===== src/rtl/pattern_sequencer_pkg.sv =====
// Shared types and constants for the test-pattern sequencer.
// Pattern indices name the generators wired to gen_rgb slices.
package pattern_sequencer_pkg;

  typedef enum logic [1:0] {
    SHOW    = 2'd0,
    PENDING = 2'd1,
    BLANK   = 2'd2
  } seq_state_e;

  localparam int CHECKERBOARD = 0;
  localparam int RADIENT      = 1;

  localparam int FRAME_CNT_W = 10;

  function automatic int sel_width(input int n);
    return ($clog2(n) < 1) ? 1 : $clog2(n);
  endfunction

endpackage


===== src/rtl/frame_hold_counter.sv =====
// Counts end-of-frame ticks; done fires on the tick that
// completes HOLD_FRAMES frames, and the count restarts.
module frame_hold_counter
  import pattern_sequencer_pkg::*;
#(
  parameter int HOLD_FRAMES = 120
) (
  input  logic clk,
  input  logic rst_n,
  input  logic tick,
  input  logic clear,
  output logic done
);

  localparam logic [FRAME_CNT_W-1:0] LAST =
    FRAME_CNT_W'(HOLD_FRAMES - 1);

  logic [FRAME_CNT_W-1:0] cnt;

  assign done = tick & ~clear & (cnt == LAST);

  always_ff @(posedge clk or negedge rst_n) begin
    if (!rst_n) begin
      cnt <= '0;
    end else if (clear || done) begin
      cnt <= '0;
    end else if (tick) begin
      cnt <= cnt + 1'b1;
    end
  end

endmodule


===== src/rtl/pattern_sequencer.sv =====
// Selects one of NUM_PATTERNS generators, switching only at frame
// boundaries with one blanked frame between patterns.
module pattern_sequencer
  import pattern_sequencer_pkg::*;
#(
  parameter  int NUM_PATTERNS = 4,
  parameter  int RGB_W        = 6,
  parameter  int HOLD_FRAMES  = 120,
  localparam int SEL_W        = sel_width(NUM_PATTERNS)
) (
  input  logic                      clk,
  input  logic                      rst_n,
  input  logic [9:0]                x,
  input  logic [9:0]                y,
  input  logic                      active,
  input  logic                      next_frame,
  input  logic [SEL_W-1:0]          req_pattern,
  input  logic                      req_valid,
  input  logic                      auto_mode,
  input  logic [NUM_PATTERNS*RGB_W-1:0] gen_rgb,
  output logic [NUM_PATTERNS-1:0]   gen_active,
  output logic [NUM_PATTERNS-1:0]   gen_next_frame,
  output logic [RGB_W-1:0]          rgb,
  output logic [SEL_W-1:0]          cur_pattern,
  output logic                      busy
);

  localparam logic [SEL_W:0] NUM_P =
    (SEL_W + 1)'(NUM_PATTERNS);
  localparam logic [SEL_W-1:0] LAST_P =
    SEL_W'(NUM_PATTERNS - 1);

  seq_state_e       state, state_n;
  logic [SEL_W-1:0] tgt, tgt_n, cur_n, nxt;
  logic             req_ok, hold_tick, hold_clr, hold_done;
  logic             shown;
  logic [RGB_W-1:0] sel_rgb;

  // x/y are routed to the generators outside this block
  logic unused_xy;
  assign unused_xy = ^{x, y};

  assign busy      = (state != SHOW);
  assign shown     = (state != BLANK);
  assign hold_tick = next_frame & auto_mode & (state == SHOW);
  assign hold_clr  = ~auto_mode | (state != SHOW);
  assign nxt       = (cur_pattern == LAST_P) ? '0
                                             : cur_pattern + 1'b1;
  assign req_ok    = req_valid & ~auto_mode
                   & ({1'b0, req_pattern} < NUM_P);

  frame_hold_counter #(
    .HOLD_FRAMES(HOLD_FRAMES)
  ) u_hold (
    .clk  (clk),
    .rst_n(rst_n),
    .tick (hold_tick),
    .clear(hold_clr),
    .done (hold_done)
  );

  always_comb begin
    state_n = state;
    cur_n   = cur_pattern;
    tgt_n   = tgt;
    unique case (state)
      SHOW: begin
        unique case (1'b1)
          hold_done: begin
            tgt_n   = nxt;
            cur_n   = nxt;
            state_n = BLANK;
          end
          req_ok && (req_pattern != cur_pattern): begin
            tgt_n   = req_pattern;
            state_n = PENDING;
          end
          default: ;
        endcase
      end
      PENDING: begin
        if (req_ok && (req_pattern == cur_pattern)) begin
          state_n = SHOW;
        end else begin
          if (req_ok) tgt_n = req_pattern;
          if (next_frame) begin
            cur_n   = req_ok ? req_pattern : tgt;
            state_n = BLANK;
          end
        end
      end
      BLANK: begin
        if (next_frame) state_n = SHOW;
      end
      default: state_n = SHOW;
    endcase
  end

  always_comb begin
    sel_rgb        = '0;
    gen_active     = '0;
    gen_next_frame = '0;
    for (int i = 0; i < NUM_PATTERNS; i++) begin
      if (cur_pattern == SEL_W'(i)) begin
        sel_rgb           = gen_rgb[i*RGB_W +: RGB_W];
        gen_active[i]     = active & shown;
        gen_next_frame[i] = next_frame;
      end
    end
  end

  always_ff @(posedge clk or negedge rst_n) begin
    if (!rst_n) begin
      state       <= SHOW;
      cur_pattern <= '0;
      tgt         <= '0;
      rgb         <= '0;
    end else begin
      state       <= state_n;
      cur_pattern <= cur_n;
      tgt         <= tgt_n;
      rgb         <= (active && shown) ? sel_rgb : '0;
    end
  end

endmodule


===== config.mk =====
export PLATFORM = sky130hd
export DESIGN_NAME = pattern_sequencer
export DESIGN_NICKNAME = d
export VERILOG_FILES = /design/src/rtl/pattern_sequencer_pkg.sv /design/src/rtl/frame_hold_counter.sv /design/src/rtl/pattern_sequencer.sv
export SDC_FILE = /design/constraint.sdc
export NUM_CORES = 1
export LEC_CHECK = 0
export BUFFER_PORTS_ARGS = -buffer_cell sky130_fd_sc_hd__buf_2
export CAP_MARGIN = 10
export CORE_MARGIN = 5
export CORE_UTILIZATION = 41
export DETAILED_ROUTE_END_ITERATION = 8
export HOLD_SLACK_MARGIN = 0.06
export PLACE_DENSITY = 0.76
export SLEW_MARGIN = 5
export SYNTH_ARGS = -nofsm -noshare
export SYNTH_HDL_FRONTEND = slang
export SYNTH_SLANG_ARGS = --single-unit

===== constraint.sdc =====
create_clock -name clk -period 1.7 [get_ports clk]
set_input_delay 0.51 -clock clk [delete_from_list [all_inputs] [get_ports clk]]
set_output_delay 0.51 -clock clk [all_outputs]
set_load 0.05 [all_outputs]

### Yosys cells after proc, flatten, opt, wreduce, memory -nomap -nowiden

Index checks and enable logic that the tools add are counted.

* $add $sub $neg: 2
* multipliers: 0
* div/mod/pow operators: 0
* $lt $le $gt $ge: 0
* eq/ne operators: 15
* shift operators: 0
* multiplexer cells: 29
* bitwise gates (word level): 9
* reduce and logical (&&, ||, !) cells: 12

Operators with widths (number)
* $mux W6: 5
* $mux W10: 2
* $mux W2: 9
* $pmux W2 S2: 4
* $add A10 B1 Y10 const B: 1
* $eq A10 B7 Y1 const B: 1
* $mux W1: 8
* $ne A2 B2 Y1 const B: 4
* $and A1 B1 Y1: 6
* $eq A2 B2 Y1 const B: 3
* $pmux W2 S3: 1
* $reduce_and A3 Y1: 2
* $reduce_bool A2 Y1: 3
* $eq A2 B1 Y1 const B: 2
* $logic_not A2 Y1: 2
* $reduce_and A4 Y1: 1
* $logic_and A1 B1 Y1: 3
* $ne A3 B1 Y1 const B: 1
* $ne A3 B3 Y1 const B: 1
* $add A2 B1 Y2 const B: 1
* $eq A2 B2 Y1: 1
* $ne A2 B1 Y1 const B: 1
* $ne A2 B2 Y1: 1
* $not A1 Y1: 2
* 2 further kinds: 2

* register bits: 22
* latch bits: 0
* RAM bits: 0
* memory bits (read-only): 0
* bits of input ports: 52
* output and inout port bits: 17
* word-level logic and storage cells: 72
* memories: 0

### Logic depth before layout (Yosys ltp)

* depth after elaboration: 7
* mapped depth: 7
* gate-level depth less buffers: 6

### Hierarchy

Synthesis repeated with hierarchy kept, for this count alone.

* cell total of the unflattened synthesis: 162
* area, all modules: 1451.4 um2

By module, submodules not included
* pattern_sequencer: instances 1, cells each 106, area each 888.4 um2, seq. area each 300.3 um2
* frame_hold_counter: instances 1, cells each 56, area each 563.0 um2, seq. area each 250.2 um2

### Worst setup path before layout

OpenSTA, ideal clock, no wires.

* path kind: register -> output
* start: register cur_pattern[1]
* end: output gen_active[3]
* data arrival time: 2.103 ns
* data required time: 1.190 ns
* slack: -0.913 ns
* cell stages (with the launch flop): 5
* path buffers: 1
* cell sequence: dfrtp_1 ha_1 clkbuf_1 clkinv_1 nor2_1

* cells in the longest elaborated chain, start to end: 2

RTL lines
* start: declaration: line pattern_sequencer.sv:24 `output logic [SEL_W-1:0] cur_pattern,`
* start signal: assignment: line pattern_sequencer.sv:120 `cur_pattern <= cur_n;`
* $eq A2 B2 Y1: line pattern_sequencer.sv:104 `if (cur_pattern == SEL_W'(i)) begin`
* $mux W1: line pattern_sequencer.sv:104
* end: declaration: line pattern_sequencer.sv:21 `output logic [NUM_PATTERNS-1:0] gen_active,`

No other way between the ends.

### Worst setup path after layout

* start: register cur_pattern[0]
* end: output gen_active[2]

Same word-level chain as after synthesis.

==> out/metrics.cfg <==
[status]
status=complete, but fails checks
violations=negative setup slack

[routing]
route.detailed.drc=0
drtIter0Drc=65
ant_nets=0
vias=1428
wire_per_inst_um=14.54
drtPass1Iterations=4
via_per_inst=5.174
wirelength_um=4014

[sta]
timing.slew.headroom_pct=66.43
finalHoldViolCount=0
fin_ws_ns=-0.2108
min_period_ns=1.911
rsz0062_at_grt=true
max_freq_mhz=523.3
period_share_pct=112.4
setup_violations=9
whs_ns=0.1421
slew_viol_final=0
finClkSkew_ns=0.006412
finalSetupTns_ns=-1.584
tightest_slew_ns=0.5036

[critical_path]
crit_path_start_kind=flop
reg2reg_depth=7
worstReg2RegStart=cur_pattern[0]
end_kind=output pin
cp_data_required_time_ns=1.19
crit_type=reg2out
crit_fanout=4
crit_start=cur_pattern[0]
worstPathArrival_ns=1.40

[synth]
synthFlopType=dfrtp_1
yosysSeqAreaShare_pct=39.64
synth_enable_flop_cells=0
yosys-top-cells-area=dfrtp_1, nor2_1, ha_1
ys_ff_latch=22
synth-warning-count=0
yosysMostFrequentCell=dfrtp_1
synth_top_cell_area_share_pct=39.64
syn_area_per_cell_um2=9.448
syn_nets=204
async_reset_ff_share_pct=100.0
synthCells=147
synth_cell_type_count=39
yosys.area.top_type=dfrtp_1
netlist_area_um2=1389
synth.top_cells.by_count=dfrtp_1, nor2_1, nand2_1

[power_and_ir_drop]
powerDensity_nw_per_um2=1747
leakage_nw=1.069
p_total_mw=4.012
vdd_drop_max_uv=1126

[floorplanning]
start_util_pct=41.95
placement_rows=21
dieArea_um2=4651
pin_count=69
die_x_um=68.20
die_h_um=68.20
design.core.area_um2=3311

[final_layout]
fin_nets=288
final_cell_count_no_fill=276
final_util_pct=69.35
antennaDiodeCount=0
final_area_um2=2296
drive_gt1_share_pct=53.48
syn_to_final_growth_pct=65.32

[clocking]
cts.path.max_buffers=2
cts_sinks=22
cts_max_level=1
clkSlewWorstSetupHoldPaths_ns=0.13
cts_buffers=3
clock_latency_ns=0.31
clockRootBuffer=clkbuf_4
cts_hold_buf=0
cts_tree=yes

[placed_design]
numPortBuffers=48
place_area_um2=2012
preCtsSetupSlack_ns=-0.06807
post-dp-hpwl_um=2909
routabilityCongestion=0.8056
dp_cells=264

[global_routing]
grt_usage_pct=17.45
grt_max_degree=23
grt_pass1_wl_um=6113
grt_overflow=0
antenna_found_initial=0
grt_pass1_vias=1376

[flow_run]
maxCapViolations=0

[worst_hold_path]
hold_path.class=in2async

critical path, cell delays in order (launching register included):
cell and delay [ns]:
dfrtp_4 0.54, inv_4 0.09, ha_4 0.15, clkinv_4 0.07, nor2_4 0.10, buf_8 0.15
flip-flops by register name, indices dropped and copies added (netlist names):
register,flops
state,2
rgb,6
u_hold.cnt,10
tgt,2
cur_pattern,2
cell families (layout without fill, tap and decap cells):
group,Yosys count,after routing,share of synthesized area (%)
AO/OA/AOI/OAI,36,36,19.28
buffers and inverters,15,98,4.415
adder cells (fa/ha/maj),5,5,4.505
AND/OR/NAND/NOR,51,51,18.65
flip-flops,22,22,39.64
XOR/XNOR,11,11,8.018
multiplexers,7,7,5.495
layout make-up:
class                           instances  area [um^2]
Clock buffer                            4        36.28
Multi-Input combinational cell        110        927.1
Tap cell                               46        57.56
Timing Repair Buffer                   84        649.4
Sequential cell                        22        558.0
Inverter                               10        67.56
Fill cell                             235         1015
cell usage in the layout (no fill, tap or decap), drive strengths merged, types with 4 or more instances in the layout:
master,n
a221o,5
xor2,7
nand3,4
clkbuf,4
inv,7
nand2,13
xnor2,4
buf,84
ha,5
a21oi,8
nor2,20
mux2i,5
o21ai,4
o211ai,7
dfrtp,22
metal layers:
| layer | part of all wire [%] | vias up | GRT usage [%] |
|---|---|---|---|
| met5 | 0 | - | 0 |
| met4 | 0.47 | 0 | 2.481 |
| met3 | 3.5 | 2 | 1.970 |
| met2 | 56 | 41 | 33.33 |
| met1 | 40 | 691 | 21.19 |
| li1 | - | 694 | - |
report_power, final:
part | internal (mW) | leakage, nW | switching [mW] | total [mW]
logic | 1.31 | 0.758 | 1.63 | 2.94
registers | 0.680 | 0.290 | 0.0972 | 0.777
clock network | 0.131 | 0.0210 | 0.168 | 0.299
total | 2.12 | 1.07 | 1.89 | 4.01
path summary, 6_finish.rpt:
path / to / slack [ns]
worst max-delay path: gen_active[2] / -0.21
worst min-delay path: rgb[0] / 0.14
worst max register to register: rgb[5] / -0.01
worst min register to register: tgt[0] / 0.51
max in group asynchronous: cur_pattern[0] / 1.18
min in group clk: rgb[3] / 0.43
timing repair:
item | 4_1_cts | 5_1_grt
buffers inserted | 6 | 3
setup endpoints to repair | 13 | 20
hold endpoints to repair | 0 | 0
resized for setup | 36 | 14
pin swaps | 12 | 14
Note: power is estimated with default switching activity, not from simulation.
